### config.mk
export PLATFORM = sky130hd
export DESIGN_NAME = junction_route_controller
export DESIGN_NICKNAME = d
export VERILOG_FILES = /design/src/rtl/route_pkg.sv /design/src/rtl/hold_timer.sv /design/src/rtl/junction_route_controller.sv
export SDC_FILE = /design/constraint.sdc
export NUM_CORES = 1
export LEC_CHECK = 0
export BUFFER_PORTS_ARGS = -buffer_cell sky130_fd_sc_hd__buf_4
export CAP_MARGIN = 40
export CORE_ASPECT_RATIO = 1.4
export CORE_MARGIN = 1
export CORE_UTILIZATION = 57
export CTS_CLUSTER_SIZE = 16
export DETAILED_ROUTE_END_ITERATION = 10
export PLACE_DENSITY = 0.8
export SLEW_MARGIN = 0
export SYNTH_ARGS = -nofsm -noshare
export SYNTH_HDL_FRONTEND = slang
export SYNTH_SLANG_ARGS = --single-unit
### constraint.sdc
create_clock -name clk -period 3.2 [get_ports clk]
set_input_delay 0.48 -clock clk [delete_from_list [all_inputs] [get_ports clk]]
set_output_delay 0.48 -clock clk [all_outputs]
set_load 0.02 [all_outputs]
### src/rtl/route_pkg.sv
// rtl/route_pkg.sv - shared state type, grant constants and grant decode helpers
package route_pkg;

    typedef enum logic [3:0] {
        ST_IDLE,
        ST_SET_ROUTE,
        ST_SETTLE,
        ST_PROCEED,
        ST_OCCUPIED,
        ST_CLEARING,
        ST_DONE,
        ST_HOLDOFF,
        ST_FAULT
    } route_state_t;

    localparam logic [2:0] GRANT_NONE = 3'd0;
    localparam int NUM_TRAINS = 4;

    function automatic logic grant_valid(input logic [2:0] grant);
        return (grant != GRANT_NONE) && (int'(grant) <= NUM_TRAINS);
    endfunction

    function automatic logic [1:0] grant_to_route(input logic [2:0] grant);
        return 2'(grant - 3'd1);
    endfunction

endpackage

### src/rtl/hold_timer.sv
// rtl/hold_timer.sv - saturating load/enable down-counter with expire flag
module hold_timer #(
    parameter int WIDTH = 8
) (
    input  logic             clk,
    input  logic             reset_n,
    input  logic             load,
    input  logic [WIDTH-1:0] load_value,
    input  logic             enable,
    output logic             expired
);

    logic [WIDTH-1:0] count;

    always_ff @(posedge clk or negedge reset_n) begin
        if (!reset_n) begin
            count <= '0;
        end else if (load) begin
            count <= load_value;
        end else if (enable && count != '0) begin
            count <= count - WIDTH'(1);
        end
    end

    assign expired = (count == '0);

endmodule

### src/rtl/junction_route_controller.sv
// rtl/junction_route_controller.sv - sets junction points for a granted train and tracks it through
module junction_route_controller
    import route_pkg::*;
#(
    parameter int SETTLE_CYCLES = 8,
    parameter int LOCK_TIMEOUT  = 64,
    parameter int ENTRY_TIMEOUT = 256,
    parameter int CLEAR_HOLD    = 4
) (
    input  logic       clk,
    input  logic       reset_n,
    input  logic [2:0] grant,
    input  logic       switch_locked,
    input  logic       occupied,
    input  logic       fault_clear,
    output logic [1:0] switch_pos,
    output logic [3:0] signal_green,
    output logic       train_done,
    output logic       fault
);

    localparam int MAX_A = (SETTLE_CYCLES > LOCK_TIMEOUT) ? SETTLE_CYCLES : LOCK_TIMEOUT;
    localparam int MAX_B = (ENTRY_TIMEOUT > CLEAR_HOLD) ? ENTRY_TIMEOUT : CLEAR_HOLD;
    localparam int MAX_P = (MAX_A > MAX_B) ? MAX_A : MAX_B;
    localparam int CNT_W = $clog2(MAX_P) + 1;

    // The timer expires on the cycle after it reaches zero, so each load is one short.
    // The first clear cycle is consumed by the OCCUPIED -> CLEARING step, hence minus two.
    localparam logic [CNT_W-1:0] LOCK_LOAD   = CNT_W'(LOCK_TIMEOUT - 1);
    localparam logic [CNT_W-1:0] SETTLE_LOAD = CNT_W'(SETTLE_CYCLES - 1);
    localparam logic [CNT_W-1:0] ENTRY_LOAD  = CNT_W'(ENTRY_TIMEOUT - 1);
    localparam logic [CNT_W-1:0] CLEAR_LOAD  = CNT_W'((CLEAR_HOLD > 1) ? CLEAR_HOLD - 2 : 0);

    route_state_t     state;
    route_state_t     state_d;
    logic             tmr_load;
    logic [CNT_W-1:0] tmr_value;
    logic             tmr_expired;

    always_comb begin
        state_d = state;
        case (state)
            ST_IDLE:      if (grant_valid(grant)) state_d = ST_SET_ROUTE;
            ST_SET_ROUTE: if (switch_locked) state_d = ST_SETTLE;
                          else if (tmr_expired) state_d = ST_FAULT;
            ST_SETTLE:    if (!switch_locked) state_d = ST_SET_ROUTE;
                          else if (tmr_expired) state_d = ST_PROCEED;
            // Entry wins over both lock loss and timeout once the train is on the circuit.
            ST_PROCEED:   if (occupied) state_d = ST_OCCUPIED;
                          else if (!switch_locked || tmr_expired) state_d = ST_FAULT;
            ST_OCCUPIED:  if (!occupied) state_d = (CLEAR_HOLD > 1) ? ST_CLEARING : ST_DONE;
            ST_CLEARING:  if (occupied) state_d = ST_OCCUPIED;
                          else if (tmr_expired) state_d = ST_DONE;
            ST_DONE:      state_d = ST_HOLDOFF;
            ST_HOLDOFF:   state_d = ST_IDLE;
            ST_FAULT:     if (fault_clear) state_d = ST_DONE;
            default:      state_d = ST_IDLE;
        endcase
    end

    always_comb begin
        tmr_load = (state_d != state);
        case (state_d)
            ST_SET_ROUTE: tmr_value = LOCK_LOAD;
            ST_SETTLE:    tmr_value = SETTLE_LOAD;
            ST_PROCEED:   tmr_value = ENTRY_LOAD;
            ST_CLEARING:  tmr_value = CLEAR_LOAD;
            default:      tmr_value = '0;
        endcase
    end

    hold_timer #(
        .WIDTH(CNT_W)
    ) u_hold_timer (
        .clk        (clk),
        .reset_n    (reset_n),
        .load       (tmr_load),
        .load_value (tmr_value),
        .enable     (!tmr_load),
        .expired    (tmr_expired)
    );

    always_ff @(posedge clk or negedge reset_n) begin
        if (!reset_n) begin
            state        <= ST_IDLE;
            switch_pos   <= '0;
            signal_green <= '0;
            train_done   <= 1'b0;
            fault        <= 1'b0;
        end else begin
            state <= state_d;
            if (state == ST_IDLE && state_d == ST_SET_ROUTE) begin
                switch_pos <= grant_to_route(grant);
            end
            signal_green <= (state_d == ST_PROCEED) ? (4'b0001 << switch_pos) : 4'b0000;
            train_done   <= (state_d == ST_DONE);
            fault        <= (state_d == ST_FAULT);
        end
    end

endmodule

==> metrics.cfg <==
[routing]
wl_met1_um=1200
via_per_inst=6.13
first_pass_iters=6
wl_um=2850
drt.antenna.violating_nets=0
wl_met3_um=83
remaining_drc_errors=0
wl_per_cell_um=15.3
drtIter0Drc=30
top_layer=met4
num_vias=1140
route.met2.wl_um=1520

[layout]
nets=175
area_growth_pct=9.29
instances_no_fill=186
final_cell_area_sq_um=1550
drive_above_1_share_pct=20.2
diodes=0
final_common_cell=dfrtp_1
final_cell_mix=dfrtp_1 (21), buf_4 (15), nand2_1 (12), nor2_1 (12)

[clocking]
cts_tree=yes
ctsResizeCount=0
clk_transition_reported_paths_ns=0.11
cts.sinks=21
cts_setup_buffers=0
cts_max_path_buffers=2
cts_root_buf=clkbuf_4
worst_skew_pair.late_latency_ns=0.31
cts_made_buffers=3
ctsHoldBuffers=0
cts.htree.levels=1

[floorplanning]
initial_core_util_pct=59.8
die_h_um=60.9
rows=21
fp.dieW_um=44.1
pin_count=16
die-area_sq_um=2690
core_sq_um=2360

[placement]
routabilityCongestion=0.840
dpl_cell_area_sq_um=1520
place_ws_ns=0.794
hpwl_um=2160
portBuffers=15
dpl.cell_count=182

[pwr]
p_leak_nw=0.661
vdd_drop_max_v=0.000537
power_density_nw_per_um2=897

[timing]
finalHoldViolCount=0
finalSetupViolations=0
timing.hold.ws_ns=0.0308
period_share_pct=77.5
period_needed_ns=2.48
worst_pin_slew_ns=0.628
finalSetupTns_ns=0
finClkSkew_ns=0.00260
final-max-slew-violation-count=0
rsz0062_at_grt=false
slew-limit-headroom_pct=58.2
max_freq_mhz=403
worst_slack_ns=0.721

[global_route]
antenna_found_initial=0
grtUsageTotal_pct=24.2
grt_pass1_wl_um=4860
grt_overflow_total=0
first_global_vias=1078
grt_max_degree=23

[setup_path]
cp_data_arrival_time_ns=2.72
start_kind=flip-flop
cpPeakStageDelay_ns=0.69
crit_path_top_delay_cell=dfrtp_1
path_class=flip-flop to flip-flop
crit_chain=or3b_4 > a211oi_4 > o221ai_2 > nor4_4 > nand2_4 > o21ai_1
crit_required_ns=3.44
endpoint_kind=flip-flop
path_max_fanout=18

[logic_synthesis]
avgSynthCellArea_sq_um=9.30
yosysSeqAreaShare_pct=37.2
synth_fp_nets=163
synthFlopType=dfrtp_1
async_flop_share_pct=100
synth_area_sq_um=1410
synth_seq_cells=21
synth_edf_count=0
ys_types=47
yosysWarnings=0
synthCells=152

[min_path]
hold_class=input pin to async pin

[job]
maxCapViolCount=0

[run_status]
status=finished clean

## cells by family (layout without fill, tap and decap cells)
kind of cell,Yosys count,after routing,share of synthesized area (%)
AOI/OAI and AO/OA,43,43,22.5
xor gates and xnor gates,8,8,4.96
adders and majority gates,3,3,2.66
buffers and inverters,15,26,4.51
DFF,21,21,37.2
and+or+nand+nor,62,62,28.2
## sequential cells by signal, indices dropped and copies added (netlist names)
signal and cells:
fault 1, signal_green 4, state 4, switch_pos 2, train_done 1, u_hold_timer.count 9
## through the flow
stage / utilization (%) / power (mW)
floorplan: - / 1.11
global placement: 64.2 / 1.25
detailed placement: 64.2 / 1.26
CTS: 65.3 / 1.39
global route: 65.3 / 1.51
finish: 65.3 / 1.39
## per-layer routing
metal / up-vias / track usage [%]
met3: 5 / 2.98
met4: 0 / 11.7
li1: 574 / -
met5: - / 0
met2: 25 / 41.0
met1: 536 / 30.4
## final cells by class
| type | count | area (sq um) |
|---|---|---|
| clock inverters | 1 | 5.00 |
| fillers | 202 | 820 |
| multi-input cells | 116 | 825 |
| clock buffers | 3 | 22.5 |
| inverters | 7 | 26.3 |
| repair buffers | 15 | 113 |
| well taps | 23 | 28.8 |
| flip-flops and latches | 21 | 526 |
## final timing paths
path	end	slack (ns)	cells past startpoint	start
hold reg to reg	signal_green[1]$_DFF_PN0_	0.52	1	switch_pos[1]$_DFFE_PN0P_
hold / removal	u_hold_timer.count[6]$_DFFE_PN0P_	0.03	1	reset_n
max in group asynchronous	train_done$_DFF_PN0_	2.96	1	reset_n
setup reg to reg	u_hold_timer.count[5]$_DFFE_PN0P_	0.72	6	state[0]$_DFF_PN0_
min in group clk	fault$_DFF_PN0_	0.35	2	fault_clear
setup / recovery	u_hold_timer.count[5]$_DFFE_PN0P_	0.72	6	state[0]$_DFF_PN0_
## report_power, final
group | switching [mW] | internal [mW]
combinational | 0.415 | 0.334
sequential | 0.157 | 0.353
clock | 0.0805 | 0.0467
## cell usage after synthesis (all sizes together) (5+ instances only)
cell type	n	area, sq um
inv	7	26.3
nand2	13	56.3
nor2	12	45.0
xnor2	6	52.6
nand3	7	35.0
buf	5	26.3
dfrtp	21	526
nor4	5	61.3
o21ai	17	88.8
a21oi	8	43.8
nor3	6	35.0
## worst max-delay path: cells and delay by family (launching register included)
kind	cells	cell delay, ns
and+or+nand+nor	3	1.07
AOI/OAI and AO/OA	3	0.64
DFF	1	0.69
(Power assumes the default switching activity.)
